## config.mk

```make
export PLATFORM = sky130hd
export DESIGN_NAME = digit_serial_subtractor
export DESIGN_NICKNAME = d
export VERILOG_FILES = /design/src/rtl/digit_sub_pkg.sv /design/src/rtl/digit_sub_cell.sv /design/src/rtl/digit_serial_subtractor.sv
export SDC_FILE = /design/constraint.sdc
export NUM_CORES = 1
export LEC_CHECK = 0
export BUFFER_PORTS_ARGS = -buffer_cell sky130_fd_sc_hd__buf_2
export CAP_MARGIN = 20
export CELL_PAD_IN_SITES_DETAIL_PLACEMENT = 0
export CELL_PAD_IN_SITES_GLOBAL_PLACEMENT = 1
export CORE_MARGIN = 10
export CORE_UTILIZATION = 44
export CTS_CLUSTER_SIZE = 24
export DETAILED_ROUTE_END_ITERATION = 16
export GPL_TIMING_DRIVEN = 0
export PLACE_DENSITY = 0.94
export SETUP_SLACK_MARGIN = 0.4
export SLEW_MARGIN = 5
export SYNTH_ARGS = -nofsm -noshare
export SYNTH_HDL_FRONTEND = slang
export SYNTH_SLANG_ARGS = --single-unit
```

## constraint.sdc

```tcl
create_clock -name clock -period 7.95 [get_ports clock]
set_clock_uncertainty 0.1 [all_clocks]
set_input_delay 1.59 -clock clock [delete_from_list [all_inputs] [get_ports clock]]
set_output_delay 1.59 -clock clock [all_outputs]
set_load 0.01 [all_outputs]
```

## src/rtl/digit_sub_pkg.sv

```systemverilog
// digit_sub_pkg: shared state encoding and sizing helpers for the digit-serial subtractor
package digit_sub_pkg;
  typedef enum logic [1:0] {IDLE, BUSY, DONE} state_t;
  function automatic int num_digits(input int width, input int digit);
    return width / digit;
  endfunction
  function automatic int cnt_width(input int nd);
    return $clog2(nd) + 1;
  endfunction
endpackage

```

## src/rtl/digit_sub_cell.sv

```systemverilog
// digit_sub_cell: DIGIT-bit subtract with borrow in/out
module digit_sub_cell #(
  parameter int DIGIT = 16
) (
  input  logic [DIGIT-1:0] a,
  input  logic [DIGIT-1:0] b,
  input  logic             bin,
  output logic [DIGIT-1:0] diff,
  output logic             bout
);
  // the extra top bit of the widened difference is the borrow-out
  assign {bout, diff} = {1'b0, a} - {1'b0, b} - (DIGIT+1)'(bin);
endmodule

```

## src/rtl/digit_serial_subtractor.sv

```systemverilog
// digit_serial_subtractor: recovers a1 = c - a2 mod 2^WIDTH, DIGIT bits per cycle
module digit_serial_subtractor
  import digit_sub_pkg::*;
#(
  parameter int WIDTH = 64,
  parameter int DIGIT = 16
) (
  input  logic             clock,
  input  logic             reset,
  input  logic             io_in_valid,
  output logic             io_in_ready,
  input  logic [WIDTH-1:0] io_c_node,
  input  logic [WIDTH-1:0] io_a2_node,
  output logic             io_out_valid,
  input  logic             io_out_ready,
  output logic [WIDTH-1:0] io_a1_node,
  output logic             io_borrow
);
  localparam int ND = num_digits(WIDTH, DIGIT);
  localparam int CW = cnt_width(ND);
  if (WIDTH % DIGIT != 0) begin : g_chk
    $error("WIDTH must be a multiple of DIGIT");
  end
  state_t state, state_nxt;
  logic [WIDTH-1:0] c_q, a2_q;
  logic [CW-1:0] cnt;
  logic brw, bout, last;
  logic [DIGIT-1:0] diff;
  digit_sub_cell #(.DIGIT(DIGIT)) u_cell (
    .a   (c_q[DIGIT-1:0]),
    .b   (a2_q[DIGIT-1:0]),
    .bin (brw),
    .diff(diff),
    .bout(bout)
  );
  assign last = cnt == CW'(ND - 1);
  assign io_in_ready = state == IDLE;
  assign io_out_valid = state == DONE;
  always_comb begin
    state_nxt = state;
    state_nxt = (state == IDLE && io_in_valid) ? BUSY :
                (state == BUSY && last) ? DONE :
                (state == DONE && io_out_ready) ? IDLE : state;
  end
  always_ff @(posedge clock or negedge reset)
    if (!reset) state <= IDLE;
    else state <= state_nxt;
  // result digits enter at the top so the first (least significant) digit ends at bit 0
  always_ff @(posedge clock or negedge reset)
    if (!reset) begin
      c_q <= '0;
      a2_q <= '0;
      cnt <= '0;
      brw <= 1'b0;
      io_a1_node <= '0;
      io_borrow <= 1'b0;
    end else if (state == IDLE && io_in_valid) begin
      c_q <= io_c_node;
      a2_q <= io_a2_node;
      cnt <= '0;
      brw <= 1'b0;
    end else if (state == BUSY) begin
      c_q <= c_q >> DIGIT;
      a2_q <= a2_q >> DIGIT;
      io_a1_node <= (io_a1_node >> DIGIT) | (WIDTH'(diff) << (WIDTH - DIGIT));
      brw <= bout;
      cnt <= cnt + CW'(1);
      if (last) io_borrow <= bout;
    end
endmodule

```

==> key figures, run 1 <==
Run status
  – Status: finished clean

CTS
  – Resized cells post-CTS: 0
  – CTS tree: built
  – H-tree level count: 4
  – CTS Buf Count: 17
  – CTS Root Cell: clkbuf_16
  – Post-CTS setup buffers: 0
  – Worst-skew pair later-pin latency: 0.44 ns
  – Clock buffer depth: 2
  – Clock transition at path regs: 0.08 ns
  – Num Clock Sinks: 199
  – Hold-fix buffers at CTS: 0

Critical path
  – Critical Path Fanout Max: 4
  – Worst Setup End Kind: flop
  – R2R Setup Slk: 5.09 ns
  – Critical Path RT: 8.14 ns
  – CP Class: flop to flop
  – R2R cell count: 7
  – Crit path DAT: 3.06 ns
  – CP Launch Type: flop

Routing
  – Number of routed nets with antenna violations: 0
  – DRT iter0 DRCs: 517
  – Pre-Repair DR Iteration Count: 5
  – Routed wire length: 25,800 um
  – Remaining DRCs: 0
  – Via count: 7,628
  – Avg WL per Cell: 17.3 um
  – Vias/cell: 5.11

Pwr
  – Clock network fraction of design power: 18.8%
  – Leakage Power: 5.90 nW
  – Internal power: 2.79 mW
  – VDD IR max: 0.199 mV
  – Pwr Density: 433 mW/mm^2
  – Sequential fraction of design power: 33.7%
  – Psw: 2.01 mW
  – Combinational cell fraction of total power: 47.5%
  – Net Sw Frac: 41.9%

Yosys
  – Post-synthesis sequential area ratio: 54.9%
  – Synthesized flop and latch total: 199
  – Post-synth top area share: 54.9%
  – Top cells by area, synth: dfrtp_1 55%, nand2_1 16%, a22oi_1 6.6%, ha_1 4.4%, o21ai_0 2.8%
  – Synth area leader: dfrtp_1
  – Mean Syn Cell Area: 9.19 um^2
  – Yosys warnings: 0
  – Synth top cells by count: 393 x nand2_1, 199 x dfrtp_1, 80 x a22oi_1
  – Post-synth cell types: 46
  – EDFF count, synth: 0
  – Post-Synthesis Cell Area: 0.00907 mm^2
  – Top-count cell post-synth: nand2_1
  – Post-synthesis cell count: 987
  – Post-Syn Nets: 1,153
  – Ys flop type: dfrtp_1
  – Asr flop ratio synth: 100%

Floorplanning
  – Die Wd: 164 um
  – Initial Utilization: 44.8%
  – Chip Height: 164 um
  – Core Rows: 52
  – Core Region: 0.0202 mm^2
  – Total I/O pin count: 199
  – Die ar.: 0.0268 mm^2

Final layout
  – Number of fill cells: 1,865
  – Share of layout cells above drive strength 1: 21.5%
  – Final #Nets: 1,372
  – Area growth syn-to-layout: 22.2%
  – Layout Utilization: 54.8%

Placed design
  – # port buffers: 198
  – Routability-driven placement congestion ratio: 0.877
  – Dpl hpwl: 20,000 um

STA
  – RSZ-0062 raised after global routing: false
  – Max Clk Rate: 0.349 GHz
  – Worst Max-Slew Pin Slew: 0.722 ns
  – Ratio of final minimum period to clock period: 36.0%
  – Final Max Slew Viols: 0
  – Fin. Hold Viols: 0
  – Slew HR: 51.9%
  – Setup_tns: 0 ns
  – Post-layout minimum cycle time: 2.86 ns
  – Final Setup Violations: 0

Global route
  – GRT Total Usage: 19.2%
  – Initial antenna violation count: 8
  – Vias in the first global route: 7,821
  – First-pass GRT wire length: 40,600 um
  – GR Overflow Total: 0
  – Pin count of the biggest net entering global routing: 87

Min path
  – Hold path cells: 2
  – Min-delay worst type: flop to flop

Flow run
  – Max cap viols: 0
routing by layer:
layer | vias to the layer above | track usage (%) | part of all wire [%]
li1 | 3752 | - | -
met1 | 3591 | 24.4 | 45
met2 | 250 | 30.1 | 45
met3 | 29 | 7.00 | 8.2
met4 | 6 | 5.48 | 1.8
met5 | - | 0 | 0.19
through the flow:
step,total power [mW],hold slack [ns],area (um^2),std cells,worst slack (ns)
global placement,3.82,0.352,10400,1455,1.93
CTS,4.81,0.376,11100,1489,5.09
detailed placement,3.90,0.358,10500,1457,4.69
global route,5.18,0.387,11100,1489,4.97
floorplan,3.21,0.346,9070,987,5.30
finish,4.80,0.374,11100,1494,5.09
cell type report:
class                           instances  area [um^2]  share of cell area (%)
Antenna cell                            5         12.5                   0.113
Clock inverter                         15          183                    1.65
Multi-Input combinational cell        677         3620                    32.6
Sequential cell                       199         4980                    44.9
Clock buffer                           17          425                    3.84
Timing Repair Buffer                  200         1060                    9.52
Inverter                               48          180                    1.63
Buffer                                 63          294                    2.65
Tap cell                              270          338                    3.05
critical path: stages, from the launching register on:
cell      delay (ns)
dfrtp_1         0.42
fa_1            0.49
fa_1            0.40
nand2b_1        0.23
a311o_1         0.41
a211o_2         0.35
a211oi_1        0.24
o31ai_1         0.08
flip-flops by register name, indices dropped and copies added, names as in the netlist:
signal / count
state: 2
io_a1_node: 64
a2_q: 64
c_q: 64
io_borrow: 1
brw: 1
cnt: 3
cells in the final DEF (no fill, tap or decap), drive strengths merged, types with 3 or more instances in the layout:
cell type | netlist | layout
dfrtp | 199 | 199
clkbuf | 28 | 45
xor2 | 6 | 6
nand2 | 393 | 393
nor3 | 17 | 17
nor2 | 9 | 9
a31oi | 5 | 5
diode | 0 | 5
a21oi | 17 | 17
ha | 32 | 32
a2111o | 4 | 4
nand2b | 4 | 4
a22oi | 80 | 80
a21o | 4 | 4
a211oi | 3 | 3
o21ai | 51 | 51
a221o | 16 | 16
inv | 48 | 57
clkinv | 0 | 4
xnor2 | 5 | 5
nand4 | 3 | 3
buf | 35 | 235
worst paths after layout:
| path | endpoint | from |
|---|---|---|
| max | io_a1_node[56] | c_q[0] |
| min | io_a1_node[12] | io_a1_node[12] |
| max reg2reg | io_a1_node[56] | c_q[0] |
| min reg2reg | io_a1_node[12] | io_a1_node[12] |
| max in group asynchronous | a2_q[16] | reset |
| min in group asynchronous | io_a1_node[0] | reset |
cells by family (layout without fill, tap and decap cells):
group           count (synthesis)  after routing  share of synthesized area (%)
buf+inv                       111            343                           5.23
simple gates                  437            437                           18.9
fa+ha+maj                      34             34                           4.85
compound gates                194            194                           14.9
xor+xnor                       11             11                           1.06
other cells                     0              5                              0
mux                             1              1                          0.124
flops                         199            199                           54.9
power by group through the flow:
| stage | Clock [mW] | Sequential [mW] | Combinational [mW] |
|---|---|---|---|
| final | 0.902 | 1.62 | 2.28 |
| after floorplan | 0 | 1.64 | 1.57 |
| after global routing | 0.951 | 1.66 | 2.57 |
| after CTS | 0.914 | 1.62 | 2.28 |
| after detailed placement | 0 | 1.64 | 2.26 |
| after global placement | 0 | 1.62 | 2.20 |
Note: power is estimated with default switching activity, not from simulation.
==> run 2, diff against run 1 <==
- ABC_AREA: not set -> 1
- CORE_UTILIZATION: 44 -> 41
- PLACE_DENSITY: 0.94 -> 0.89
- clock period: 7.95 -> 2.9 ns (I/O delays scaled with it)
==> run 2 against run 1 <==
Against the previous run: sequential share of layout area down 0.84 points; synthesized cell count up 8.6%; clock power rose to 2.7 times the previous value; core utilization down 4.6 points; register-to-register slack worse by 4.5 ns; sequential power up 71%; cell area up 1.9%; via count up 0.63%; routed wire length up 2.6%; setup slack worse by 4.5 ns; count of clock-buffer cells in the layout unchanged; critical path type unchanged; highest routed layer unchanged.
==> key figures, run 2 <==
Floorplanning
  – Die Wd: 171 um (+4.2%)
  – Core Rows: 55 (+5.8%)
  – Total I/O pin count: 199 (unchanged)
  – Die ar.: 0.0291 mm^2 (+8.7%)
  – Core Region: 0.0225 mm^2 (+11%)
  – Chip Height: 171 um (+4.2%)
  – Initial Utilization: 41.3% (-3.5 points)

Placed design
  – DP Worst Slack: 0.558 ns (-4.13 ns)
  – Routability-driven placement congestion ratio: 0.853 (-2.7%)
  – Dpl hpwl: 20,600 um (+3.2%)
  – Post-placement cell count: 1,556 (+6.8%)
  – # port buffers: 198 (unchanged)

CTS
  – CTS Buf Count: 17 (unchanged)
  – H-tree level count: 4 (unchanged)
  – CTS Root Cell: clkbuf_16
  – Num Clock Sinks: 199 (unchanged)
  – CTS tree: built
  – Post-CTS setup buffers: 0 (unchanged)
  – Worst-skew pair later-pin latency: 0.43 ns (about the same)
  – Clock buffer depth: 2 (unchanged)
  – Clock transition at path regs: 0.07 ns (about the same)

Yosys
  – Post-Synthesis Cell Area: 0.00929 mm^2 (+2.4%)
  – Top-count cell post-synth: nand2_1
  – Synthesized flop and latch total: 199 (unchanged)
  – Post-synthesis cell count: 1,072 (+8.6%)
  – EDFF count, synth: 0 (unchanged)
  – Post-synth cell types: 29 (-37%)
  – Ys flop type: dfrtp_1
  – Synth top cells by count: 412 x nand2_1, 199 x dfrtp_1, 147 x inv_1
  – Top cells by area, synth: dfrtp_1 54%, nand2_1 17%, inv_1 5.9%, ha_1 4.3%, o211ai_1 3.9%
  – Post-synthesis sequential area ratio: 53.6% (-1.3 points)
  – Post-synth top area share: 53.6% (-1.3 points)
  – Yosys warnings: 0 (unchanged)
  – Synth area leader: dfrtp_1
  – Asr flop ratio synth: 100% (unchanged)
  – Post-Syn Nets: 1,238 (+7.4%)
  – Mean Syn Cell Area: 8.67 um^2 (-5.7%)

Routing
  – Routed wire length: 26,500 um (+2.6%)
  – Remaining DRCs: 0 (unchanged)
  – Avg WL per Cell: 16.6 um (-3.7%)
  – Pre-Repair DR Iteration Count: 5 (unchanged)
  – Via count: 7,676 (+0.63%)
  – Number of routed nets with antenna violations: 0 (unchanged)
  – DRT iter0 DRCs: 469 (-9.3%)
  – Vias/cell: 4.82 (-5.5%)

Min path
  – Min-delay worst type: primary input to async pin

Final layout
  – Layout Utilization: 50.2% (-4.6 points)
  – Final #Nets: 1,456 (+6.1%)
  – Most common cell after layout, fill and taps aside: nand2_1
  – Share of layout cells above drive strength 1: 21.4% (-0.081 points)
  – Area growth syn-to-layout: 21.6%
  – Most frequent cells in the layout: 412 x nand2_1, 229 x buf_2, 199 x dfrtp_1
  – Largest registers: a2_q: 64 flops, c_q: 64 flops, io_a1_node: 64 flops
  – Non-filler cells in the finished layout: 1,591 (+6.5%)

STA
  – Final Setup Violations: 0 (unchanged)
  – Final WS setup: 0.628 ns (-4.46 ns)
  – Ratio of final minimum period to clock period: 78.3% (+42 points)
  – Setup_tns: 0 ns (unchanged)
  – RSZ-0062 raised after global routing: false
  – Post-layout minimum cycle time: 2.27 ns (-0.590 ns)
  – Fin. Hold Viols: 0 (unchanged)
  – Max Clk Rate: 0.440 GHz (+26%)
  – Final Max Slew Viols: 0 (unchanged)
  – Slew HR: 56.1% (+4.2 points)
  – Worst Max-Slew Pin Slew: 0.659 ns (-0.0625 ns)

Pwr
  – Pwr Total: 5.35 mW (+12%)
  – Leakage Power: 6.05 nW (+2.4%)
  – Pwr Density: 474 mW/mm^2 (+9.5%)
  – VDD IR max: 0.518 mV (+160%)

Global route
  – GRT Total Usage: 18.6% (-0.55 points)
  – First-pass GRT wire length: 42,600 um (+4.9%)
  – Initial antenna violation count: 6 (-2)
  – Vias in the first global route: 8,123 (+3.9%)
  – Pin count of the biggest net entering global routing: 122 (+40%)
  – GR Overflow Total: 0 (unchanged)

Critical path
  – Crit path DAT: 2.49 ns (-0.57 ns)
  – CP Class: flop to flop
  – Critical Path Fanout Max: 3 (-1)
  – Critical Path RT: 3.12 ns (-5.02 ns)
  – Worst Setup End Kind: flop
  – CP Launch Type: flop

Flow run
  – Max cap viols: 0 (unchanged)

Run status
  – Status: finished clean
-- run 2: changes by cell type after synthesis, moves of 9 or more --
cell / delta
nand2_1: +19
o211ai_1: +46
o221ai_1: +15
inv_1: +99
a221o_1: -16
clkbuf_1: -19
nor3_1: -13
a22oi_1: -78
nand3_1: +45
buf_1: -12
a22o_1: +31
buf_2: +16
o21ai_0: -9
-- run 2: power breakdown --
group | switching (mW) | total [mW] | internal, mW
registers | 0 | 2.77 | 2.77
logic | 0.0879 | 0.155 | 0.0672
clock network | 1.18 | 2.43 | 1.24
total | 1.27 | 5.35 | 4.08
-- run 2: metal layers --
layer	vias up	part of all wire (%)	global-route usage, %
met4	6	1.8	4.65
li1	3862	-	-
met5	-	0.12	0
met1	3575	45	23.6
met2	210	46	30.5
met3	23	7.0	5.51
-- run 2: layout make-up --
type / instances / area, um^2
well taps: 285 / 357
clock buffers: 17 / 425
diodes: 3 / 7.51
multi-input cells: 672 / 3480
flip-flops and latches: 199 / 4980
clock inverters: 15 / 185
fillers: 2171 / 11200
repair buffers: 199 / 1030
inverters: 151 / 569
plain buffers: 50 / 262
-- run 2: logic make-up (layout without fill, tap and decap cells) --
family / count (synthesis) / count (layout) / synth area share (%)
AOI/OAI and AO/OA: 152 / 152 / 11.6
xor gates and xnor gates: 7 / 7 / 0.660
adders and majority gates: 34 / 34 / 4.74
buffers and inverters: 201 / 432 / 8.94
DFF: 199 / 199 / 53.6
other: 0 / 3 / 0
and+or+nand+nor: 479 / 479 / 20.5
-- run 2: worst max-delay path: stages (launching register included) --
cell and delay (ns):
dfrtp_1 0.43, fa_1 0.49, fa_2 0.37, inv_1 0.06
nand2_1 0.06, nand2_1 0.06, nand2_1 0.08, nand2_1 0.06
nand2_1 0.11, nand2_1 0.10, nand3_1 0.09, nand3_1 0.09
nand2_1 0.05
-- run 2: repair_timing --
item | CTS | global route
resized for setup | 0 | 1
hold buffers | 0 | 0
endpoints found under the setup margin | 0 | 2
endpoints found under the hold margin | 0 | 0
-- run 2: path summary, 6_finish.rpt --
check                                      to           from  cells past startpoint  slack [ns]
worst max-delay path                      brw         c_q[0]                     12        0.63
worst min-delay path            io_a1_node[2]          reset                      1        0.02
worst max register to register            brw         c_q[0]                     12        0.63
worst min register to register  io_a1_node[4]  io_a1_node[4]                      2        0.38
max in group asynchronous            a2_q[41]          reset                      2        1.68
min in group clock                    c_q[33]  io_c_node[33]                      3        0.26
-- run 2: metrics by stage --
| stage | cell area [um^2] | hold slack, ns |
|---|---|---|
| 3_5_place_dp | 10700 | 0.367 |
| 3_3_place_gp | 10600 | 0.360 |
| 2_1_floorplan | 9290 | 0.184 |
| 6_report | 11300 | 0.0218 |
| 4_1_cts | 11300 | 0.0473 |
| 5_1_grt | 11300 | 0.0628 |
